**config.mk**
```make
export PLATFORM = sky130hd
export DESIGN_NAME = io_response_mux
export DESIGN_NICKNAME = d
export VERILOG_FILES = /design/src/rtl/io_dev_pkg.sv /design/src/rtl/io_onehot_prio_enc.sv /design/src/rtl/io_response_mux.sv
export SDC_FILE = /design/constraint.sdc
export NUM_CORES = 1
export LEC_CHECK = 0
export ABC_CLOCK_PERIOD_IN_PS = 2700
export CAP_MARGIN = 20
export CORE_MARGIN = 8
export CORE_UTILIZATION = 38
export CTS_CLUSTER_DIAMETER = 200
export DETAILED_ROUTE_END_ITERATION = 12
export HOLD_SLACK_MARGIN = 0.05
export MAX_ROUTING_LAYER = met4
export PLACE_DENSITY = 0.83
export SETUP_SLACK_MARGIN = 0.1
export SLEW_MARGIN = 20
export SYNTH_ARGS = -nofsm -noshare
export SYNTH_HDL_FRONTEND = slang
export SYNTH_SLANG_ARGS = --single-unit
export TNS_END_PERCENT = 5
```
**constraint.sdc**
```tcl
create_clock -name clk -period 2.7 [get_ports clk]
set_input_delay 0.27 -clock clk [delete_from_list [all_inputs] [get_ports clk]]
set_output_delay 0.27 -clock clk [all_outputs]
set_load 0.05 [all_outputs]
```
**src/rtl/io_dev_pkg.sv**
```systemverilog
// rtl/io_dev_pkg.sv - device indices, FSM states and constants for the I/O response mux
package io_dev_pkg;

    typedef enum logic [3:0] {
        LEDS,
        SDRAM_CFG,
        UART,
        SPI,
        IRQ_CTL,
        PIC,
        TIMER,
        BIOS_CTL,
        VGA_REG,
        PS2_KBD,
        PS2_MOUSE,
        PPI,
        SPARE
    } io_dev_e;

    typedef enum logic [1:0] {
        IDLE,
        WAIT,
        ACK,
        DONE
    } state_t;

    localparam logic [15:0] IO_FLOAT_DATA = 16'hFFFF;
    localparam int          IO_NUM_DEV    = 13;

endpackage

```
**src/rtl/io_onehot_prio_enc.sv**
```systemverilog
// rtl/io_onehot_prio_enc.sv - lowest-set-bit encoder with valid and multi-hot flags
module io_onehot_prio_enc #(
    parameter int N  = 13,
    parameter int IW = (N > 1) ? $clog2(N) : 1
) (
    input  logic [N-1:0]  sel,
    output logic [IW-1:0] idx,
    output logic          valid,
    output logic          multi_hot
);

    always_comb begin
        idx = '0;
        // Scan downward so the lowest set bit is the last one written.
        for (int i = N - 1; i >= 0; i--) begin
            if (sel[i]) begin
                idx = IW'(i);
            end
        end
        valid     = |sel;
        multi_hot = |(sel & (sel - N'(1)));
    end

endmodule

```
**src/rtl/io_response_mux.sv**
```systemverilog
// rtl/io_response_mux.sv - gates the CPU I/O strobe to one decoded device and returns its ack/data
module io_response_mux
    import io_dev_pkg::*;
#(
    parameter int NUM_DEV        = IO_NUM_DEV,
    parameter int TIMEOUT_CYCLES = 255
) (
    input  logic                  clk,
    input  logic                  reset,
    input  logic                  data_m_access,
    input  logic                  data_m_wr_en,
    input  logic                  default_io_access,
    input  logic [NUM_DEV-1:0]    dev_sel,
    input  logic [NUM_DEV-1:0]    dev_ack,
    input  logic [16*NUM_DEV-1:0] dev_data,
    output logic [NUM_DEV-1:0]    dev_access,
    output logic                  data_m_ack,
    output logic [15:0]           data_m_data_in,
    output logic                  io_timeout,
    output logic                  decode_error
);

    localparam int IW = (NUM_DEV > 1) ? $clog2(NUM_DEV) : 1;
    localparam int CW = $clog2(TIMEOUT_CYCLES + 1);
    localparam logic [CW-1:0] CNT_LAST = CW'(TIMEOUT_CYCLES - 1);
    localparam logic [CW-1:0] CNT_MAX  = {CW{1'b1}};

    state_t        state_q, state_d;
    logic [IW-1:0] idx_q, idx_d;
    logic [CW-1:0] cnt_q, cnt_d;
    logic [15:0]   data_q, data_d;
    logic          wr_q, wr_d;
    logic          timeout_q, timeout_d;
    logic          dec_err_q, dec_err_d;

    logic [IW-1:0] enc_idx;
    logic          enc_valid;
    logic          enc_multi;
    logic          sel_ack;
    logic [15:0]   sel_word;

    io_onehot_prio_enc #(
        .N  (NUM_DEV),
        .IW (IW)
    ) u_prio_enc (
        .sel       (dev_sel),
        .idx       (enc_idx),
        .valid     (enc_valid),
        .multi_hot (enc_multi)
    );

    always_comb begin
        sel_ack  = 1'b0;
        sel_word = 16'h0000;
        for (int i = 0; i < NUM_DEV; i++) begin
            if (IW'(i) == idx_q) begin
                sel_ack  = dev_ack[i];
                sel_word = dev_data[i*16 +: 16];
            end
        end
    end

    always_comb begin
        state_d   = state_q;
        idx_d     = idx_q;
        cnt_d     = cnt_q;
        data_d    = data_q;
        wr_d      = wr_q;
        timeout_d = 1'b0;
        dec_err_d = 1'b0;
        case (state_q)
            IDLE: begin
                if (data_m_access) begin
                    // An empty select is answered like an unmapped port.
                    if (default_io_access || !enc_valid) begin
                        state_d = ACK;
                        data_d  = IO_FLOAT_DATA;
                    end else begin
                        state_d   = WAIT;
                        idx_d     = enc_idx;
                        wr_d      = data_m_wr_en;
                        cnt_d     = '0;
                        dec_err_d = enc_multi;
                    end
                end
            end
            WAIT: begin
                if (!data_m_access) begin
                    state_d = IDLE;
                end else if (sel_ack) begin
                    state_d = ACK;
                    data_d  = wr_q ? 16'h0000 : sel_word;
                end else if (cnt_q == CNT_LAST) begin
                    state_d   = ACK;
                    data_d    = IO_FLOAT_DATA;
                    timeout_d = 1'b1;
                end else if (cnt_q != CNT_MAX) begin
                    cnt_d = cnt_q + CW'(1);
                end
            end
            ACK: begin
                state_d = DONE;
            end
            DONE: begin
                if (!data_m_access) begin
                    state_d = IDLE;
                end
            end
            default: begin
                state_d = IDLE;
            end
        endcase
    end

    always_ff @(posedge clk) begin
        if (reset) begin
            state_q   <= IDLE;
            idx_q     <= '0;
            cnt_q     <= '0;
            data_q    <= 16'h0000;
            wr_q      <= 1'b0;
            timeout_q <= 1'b0;
            dec_err_q <= 1'b0;
        end else begin
            state_q   <= state_d;
            idx_q     <= idx_d;
            cnt_q     <= cnt_d;
            data_q    <= data_d;
            wr_q      <= wr_d;
            timeout_q <= timeout_d;
            dec_err_q <= dec_err_d;
        end
    end

    assign dev_access     = (state_q == WAIT && data_m_access) ? (NUM_DEV'(1) << idx_q) : '0;
    assign data_m_ack     = (state_q == ACK);
    assign data_m_data_in = data_q;
    assign io_timeout     = timeout_q;
    assign decode_error   = dec_err_q;

endmodule

```
==> summary.txt, run 1 <==
STA
  – Final Max Slew Viols: 0
  – Clock skew: 5.09 ps
  – Fin. Hold Viols: 0
  – TNS Setup: 0 ps
  – Final setup violation count: 0
  – RSZ-0062 raised after global routing: true
  – Measured slew at the worst slew-check pin: 604 ps
  – Hold Slack: 474 ps
  – Max_slew headroom: 59.7%
  – Max Freq: 403 MHz
  – Minimum clock period: 2480 ps
  – Final period utilization: 91.8%

Setup path
  – Critical path cell sequence: or2_1 > o22a_4 > a31oi_4 > o21ai_2 > a21oi_1 > o2bb2a_1
  – Worst setup SP type: flop
  – CP max stage cell: dfxtp_4
  – Crit end category: flop
  – Slowest stage delay, CP: 600 ps
  – Crit-path max FO: 33
  – CP top delay family: compound AO/OA/AOI/OAI gates
  – CP Data Required Time: 2870 ps
  – Critical path arrival: 2650 ps
  – Critical path class: flop to flop
  – Buf+Inv Stages, Crit Path: 0

GRT
  – GRT Overall Usage: 30.0%
  – First-pass GRT wire length: 34000 um
  – Initial antenna violation count: 0
  – GRT Residual Overflow: 0
  – Largest net degree at the start of global routing: 48
  – Vias in the first global route: 5809

Power and ir drop
  – Leak Pwr: 2.50 nW
  – VDD IR-drop max: 0.202 mV
  – Design Power: 0.00189 W
  – PD cells: 257 nW/um^2

Layout
  – Area growth, synth to finish: 72.5%
  – Filler cell count: 939
  – Cell area after layout: 7360 sq um
  – Antenna diodes: 0
  – NumNets Final: 1060
  – Register area: 671 sq um
  – Multi-input gate area: 3260 sq um
  – Share of layout cells above drive strength 1: 13.2%

CTS
  – TritonCTS buffer count: 5
  – Clk buf depth: 2
  – Root buf cell: clkbuf_8
  – Setup Buffers After CTS: 0
  – Htree depth: 2
  – Num Clock Sinks: 33
  – Reg clk slew, reported paths: 70 ps
  – Post-CTS Hold Buffers: 0
  – CTS tree: built
  – Clock Latency Late Sink: 280 ps

Yosys
  – Syn Nets: 798
  – Distinct cells, synth: 74
  – Mapped Cells: 557
  – Mapped Area: 4270 sq um
  – Post-synth EDFFs: 0
  – Synth Flop Type: dfxtp_1
  – Yosys warning count: 0
  – Syn Area/Cell: 7.66 sq um
  – Asr flop ratio synth: 0%
  – Seq/Total Area, Yosys: 15.5%
  – Number of synthesized register bits: 33

Floorplan
  – # rows: 38
  – Die height: 122 um
  – I/O pin count: 271
  – Die width: 122 um
  – DIE AREA: 14900 sq um
  – Core box area: 10900 sq um
  – Initial Util: 39.2%

Drt
  – DRC violations left: 0
  – 1st-iter DRT viols: 481
  – WL/cell: 23.7 um
  – Routed Antenna Nets: 0
  – Vias: 5752
  – Vias per std cell: 5.99
  – Pre-antenna DRT Iters: 6
  – Final wirelength: 22800 um

Placement
  – Hpwl dp: 19100 um
  – GP Congestion: 0.943
  – Placed cell area: 7270 sq um
  – # port buffers: 270

Job
  – Max-Cap Viols: 0

Outcome
  – Status: finished, final reports clean

Worst hold path
  – Worst min path class: flop to flop
## state kept, by name, indices dropped and copies added, names as in the netlist
register        cells
data_m_data_in     16
cnt_q               8
idx_q               4
state_q             2
decode_error        1
io_timeout          1
wr_q                1
## power breakdown
group | total, W | internal, W | leakage (nW) | switching [W]
Sequential | 0.000554 | 0.000519 | 0.273 | 0.0000350
Combinational | 0.000976 | 0.000540 | 2.19 | 0.000437
Clock | 0.000363 | 0.000179 | 0.0450 | 0.000184
Total | 0.00189 | 0.00124 | 2.50 | 0.000656
## tightest hold or removal path: cells and delay by family, from the launching register on
kind | cells | cell delay (ps)
AOI/OAI and AO/OA | 1 | 50
buffers and inverters | 1 | 60
DFF | 1 | 320
## synth_stat cells (4+ instances only)
library cell	n	share of area (%)
a2111oi_2	6	2.1
a211oi_1	12	2.1
a21o_1	7	1.2
a21oi_1	55	6.5
a221oi_1	6	1.2
a221oi_2	10	3.5
a22oi_1	8	1.4
a311o_1	4	0.94
a31oi_1	8	1.2
buf_2	15	1.8
buf_4	7	1.2
buf_6	4	1.1
clkbuf_1	18	1.6
dfxtp_1	33	15
inv_1	25	2.2
mux2_2	16	4.2
mux2i_1	51	12
nand2_1	37	3.3
nand2b_1	13	1.9
nand3_1	12	1.4
nor2_1	54	4.8
nor2b_1	13	1.9
nor3_1	13	1.5
o2111ai_1	6	1.2
o21ai_0	15	1.8
o221a_2	4	1.1
o22ai_1	17	2.5
o2bb2a_1	4	0.94
or2_2	4	0.59
or3_1	6	0.88
## final timing paths
kind                           from           endpoint  slack (ps)  cells after the start
hold / removal    data_m_data_in[2]  data_m_data_in[2]         470                      2
setup / recovery           idx_q[1]  data_m_data_in[3]         220                      6
hold reg to reg   data_m_data_in[2]  data_m_data_in[2]         470                      2
setup reg to reg           idx_q[1]  data_m_data_in[3]         220                      6
## logic make-up after synthesis
kind of cell / synth area share, %
adders and majority gates: 1.29
AOI/OAI and AO/OA: 35.9
and+or+nand+nor: 21.5
DFF: 15.5
muxes: 17.8
buffers and inverters: 8.01
## metal layers
metal | vias up | share of wire [%] | global-route usage, %
met3 | 34 | 8.4 | 6.29
met2 | 317 | 49 | 51.3
li1 | 2667 | - | -
met4 | 0 | 2.4 | 7.48
met1 | 2734 | 40 | 35.0
met5 | - | 0 | -
## cell type report
cell class,count,area share [%]
sequential,33,9.11
clock inverter,2,0.136
timing repair buffer,299,41.6
inverter,27,1.43
clock buffer,6,0.986
multi-input combinational,453,44.3
tap,140,2.38
## stage by stage
step                      cells  utilization (%)  worst slack (ps)
final                       960             67.6               221
after detailed placement    952             66.8              18.8
after global placement      952             66.8               110
after CTS                   960             67.5               207
after floorplan             557                -               419
after global routing        960             67.6              92.5
## cells in the final DEF (no fill, tap or decap), drive strengths merged, types with 4 or more instances in the layout
master         instances
a2111oi                7
a211oi                12
a21o                   7
a21oi                 56
a221oi                16
a22oi                  8
a311o                  4
a31oi                  9
buf                   42
clkbuf                 6
clkdlybuf4s50        257
dfxtp                 33
inv                   25
mux2                  16
mux2i                 51
nand2                 37
nand2b                13
nand3                 12
nor2                  58
nor2b                 13
nor3                  13
o2111ai                6
o21ai                 17
o221a                  5
o22ai                 17
o2bb2a                 4
or2                    6
or3                    6
## timing repair
item,CTS,global route
gates resized for setup,0,4
endpoints found under the setup margin,0,18
endpoints found under the hold margin,0,0
Power figures use the tool's default switching activity.
==> run 2: changes to the inputs <==
--- a/config.mk
+++ b/config.mk
@@ -15,7 +15,7 @@
 export MAX_ROUTING_LAYER = met4
 export PLACE_DENSITY = 0.83
 export SETUP_SLACK_MARGIN = 0.1
-export SLEW_MARGIN = 20
+export SKIP_LAST_GASP = 1
 export SYNTH_ARGS = -nofsm -noshare
 export SYNTH_HDL_FRONTEND = slang
 export SYNTH_SLANG_ARGS = --single-unit
==> results of run 2 <==
Same layout as run 1: the final DEF is identical, and so are final timing and power.
==> run 3: changes to the inputs <==
--- a/config.mk
+++ b/config.mk
@@ -5,17 +5,17 @@
 export SDC_FILE = /design/constraint.sdc
 export NUM_CORES = 1
 export LEC_CHECK = 0
+export ABC_AREA = 1
 export ABC_CLOCK_PERIOD_IN_PS = 2700
 export CAP_MARGIN = 20
 export CORE_MARGIN = 8
-export CORE_UTILIZATION = 38
+export CORE_UTILIZATION = 36
 export CTS_CLUSTER_DIAMETER = 200
 export DETAILED_ROUTE_END_ITERATION = 12
 export HOLD_SLACK_MARGIN = 0.05
 export MAX_ROUTING_LAYER = met4
 export PLACE_DENSITY = 0.83
 export SETUP_SLACK_MARGIN = 0.1
-export SKIP_LAST_GASP = 1
 export SYNTH_ARGS = -nofsm -noshare
 export SYNTH_HDL_FRONTEND = slang
 export SYNTH_SLANG_ARGS = --single-unit
==> run 3 against run 2 <==
  * Die area fell by 4.0%
  * Non-clock buffer count shrank 12
  * Largest power group unchanged
  * Clock power is 4% higher
  * Register-to-register slack improved by 20 ps
  * Maximum frequency grew 0.93%
  * Worst setup slack better by 23 ps
  * Critical path depth rose by 2
  * Hold slack gained 37 ps
  * Synthesized area shrank 9.6%
  * First-iteration DRC count rose by 1.7%
  * Sequential share of layout area rose by 0.44 points
  * Count of clock-buffer cells in the layout unchanged
==> summary.txt, run 3 <==
Outcome
  – Status: finished, final reports clean

GRT
  – Vias in the first global route: 5515 (-5.1%)
  – First-pass GRT wire length: 31000 um (-8.9%)
  – GRT Overall Usage: 28.1% (-1.9 points)
  – Largest net degree at the start of global routing: 34 (-29%)
  – GRT Residual Overflow: 0 (unchanged)
  – Initial antenna violation count: 0 (unchanged)

CTS
  – Root buf cell: clkbuf_8
  – Clk buf depth: 2 (unchanged)
  – Reg clk slew, reported paths: 70 ps (about the same)
  – CTS tree: built
  – TritonCTS buffer count: 5 (unchanged)
  – Num Clock Sinks: 33 (unchanged)
  – Htree depth: 2 (unchanged)
  – Clock Latency Late Sink: 290 ps (about the same)

Drt
  – Vias: 5724 (-0.49%)
  – Final wirelength: 20300 um (-11%)
  – DRC violations left: 0 (unchanged)
  – Routed Antenna Nets: 0 (unchanged)
  – 1st-iter DRT viols: 489 (+1.7%)
  – WL/cell: 17.7 um (-25%)
  – Vias per std cell: 5.01 (-16%)
  – Pre-antenna DRT Iters: 5 (-1)

Yosys
  – Seq/Total Area, Yosys: 17.1% (+1.6 points)
  – Yosys warning count: 0 (unchanged)
  – Syn Nets: 980 (+23%)
  – Post-synth top cells: 272 x nand2_1, 98 x nor2_1, 77 x inv_1, 50 x a21oi_1, 41 x nand3_1
  – Mapped Area: 3860 sq um (-9.6%)
  – Syn Area/Cell: 5.22 sq um (-32%)
  – Synth area leaders: nand2_1 26%, dfxtp_1 17%, nor2_1 9.5%
  – Post-synth EDFFs: 0 (unchanged)
  – Most common cell in the netlist: nand2_1
  – Post-synth top area share: 26.5% (+11 points)
  – Asr flop ratio synth: 0% (unchanged)
  – Mapped Cells: 739 (+33%)
  – Distinct cells, synth: 36 (-51%)
  – Synth Flop Type: dfxtp_1
  – Leading area contributor after synthesis: nand2_1
  – Number of synthesized register bits: 33 (unchanged)

Layout
  – Share of layout cells above drive strength 1: 8.25% (-4.9 points)
  – Number of cells in the finished layout apart from fillers: 1142 (+19%)
  – Filler cell count: 927 (-1.3%)
  – NumNets Final: 1246 (+18%)
  – Commonest non-fill, non-tap cell in the layout: nand2_1
  – Most frequent cells in the layout: 272 x nand2_1, 257 x clkdlybuf4s50_1, 98 x nor2_1
  – Max FFs per register: 16 (unchanged)
  – Antenna diodes: 0 (unchanged)
  – Area growth, synth to finish: 79.4%

Setup path
  – Crit end category: flop
  – Critical path cell sequence: inv_1 > nand2_2 > nor3_2 > clkinvlp_2 > o21ai_0 > nor2_1 > nor2_1 > nor2_1
  – Worst setup SP type: flop
  – CP Data Required Time: 2890 ps (+20 ps)
  – Critical path class: flop to flop
  – Critical path arrival: 2640 ps (about the same)
  – CP max stage cell: clkinvlp_2
  – Crit-path max FO: 16 (-52%)
  – Slowest stage delay, CP: 700 ps (+100 ps)
  – Most used cell, CP: nor2_1

STA
  – Minimum clock period: 2460 ps (-22.7 ps)
  – RSZ-0062 raised after global routing: true
  – Measured slew at the worst slew-check pin: 730 ps (+126 ps)
  – Final setup violation count: 0 (unchanged)
  – Fin. Hold Viols: 0 (unchanged)
  – Final period utilization: 91.0% (-0.84 points)
  – TNS Setup: 0 ps (unchanged)
  – Max_slew headroom: 51.3% (-8.4 points)
  – Max Freq: 407 MHz (+0.93%)
  – Clock skew: 3.51 ps (-1.58 ps)
  – Final Max Slew Viols: 0 (unchanged)
  – PnR worst setup slack: 244 ps (+22.7 ps)

Placement
  – Hpwl dp: 16700 um (-13%)
  – GP Congestion: 0.999 (+6.0%)
  – Place WS: 373 ps (+354 ps)
  – # port buffers: 270 (unchanged)
  – Placed Cells: 1131 (+19%)

Floorplan
  – I/O pin count: 271 (unchanged)
  – Core box area: 10400 sq um (-4.8%)
  – # rows: 37 (-2.6%)
  – Die width: 119 um (-2.0%)
  – DIE AREA: 14300 sq um (-4.0%)
  – Die height: 119 um (-2.0%)
  – Initial Util: 37.2% (-2.0 points)

Power and ir drop
  – PD cells: 323 nW/um^2 (+25%)
  – VDD IR-drop max: 0.227 mV (+12%)
  – Leak Pwr: 2.98 nW (+19%)

Job
  – Max-Cap Viols: 0 (unchanged)

Worst hold path
  – Worst min path class: flop to flop
## run 3: cell families (layout without fill, tap and decap cells)
logic type / count (synthesis) / after routing / synth area share [%]
AO/OA/AOI/OAI: 87 / 87 / 12.0
XOR/XNOR: 5 / 5 / 1.14
adder cells (fa/ha/maj): 2 / 2 / 0.649
buffers and inverters: 116 / 383 / 12.7
flip-flops: 33 / 33 / 17.1
AND/OR/NAND/NOR: 496 / 496 / 56.4
## run 3: power breakdown
group / switching (W) / internal (W)
Sequential: 0.0000381 / 0.000538
Clock: 0.000197 / 0.000179
Combinational: 0.000691 / 0.000590
Total: 0.000926 / 0.00131
## run 3: final cells by class
type	count	area [sq um]	share of cell area, %
Timing Repair Buffer	287	2960	42.8
Multi-Input combinational cell	590	2710	39.2
Sequential cell	33	661	9.55
Inverter	87	330	4.77
Tap cell	136	170	2.46
Clock buffer	6	72.6	1.05
Clock inverter	2	10.0	0.145
Timing Repair inverter	1	5.00	0.0723
## run 3: stage by stage
stage               utilization, %  cell area, sq um  hold WS [ps]  total power, W
detailed placement            65.6              6810           501         0.00186
global placement              65.6              6810           488         0.00184
CTS                           66.4              6890           510         0.00223
floorplan                        -              3860           348         0.00124
global route                  66.7              6920           540         0.00239
finish                        66.7              6920           510         0.00223
## run 3: layer usage
metal	track usage [%]	wire length [um]
met4	7.57	520
met2	48.1	9830
met3	6.61	1740
met5	-	0
met1	32.2	8160
## run 3: timing repair
item | 4_1_cts | 5_1_grt
resized for setup | 0 | 2
hold buffers | 0 | 0
buffers inserted | 0 | 2
setup endpoints to repair | 0 | 1
## run 3: final timing paths
check / depth (start not counted) / slack, ps / start / endpoint
worst max register to register: 8 / 240 / idx_q[0] / data_m_data_in[2]
worst max-delay path: 8 / 240 / idx_q[0] / data_m_data_in[2]
worst min-delay path: 2 / 510 / cnt_q[3] / cnt_q[3]
worst min register to register: 2 / 510 / cnt_q[3] / cnt_q[3]
## run 3: worst max-delay path: cells and delay by family (launching register included)
| kind | cells | cell delay [ps] |
|---|---|---|
| flops | 1 | 330 |
| compound gates | 1 | 360 |
| buf+inv | 2 | 840 |
| simple gates | 5 | 820 |
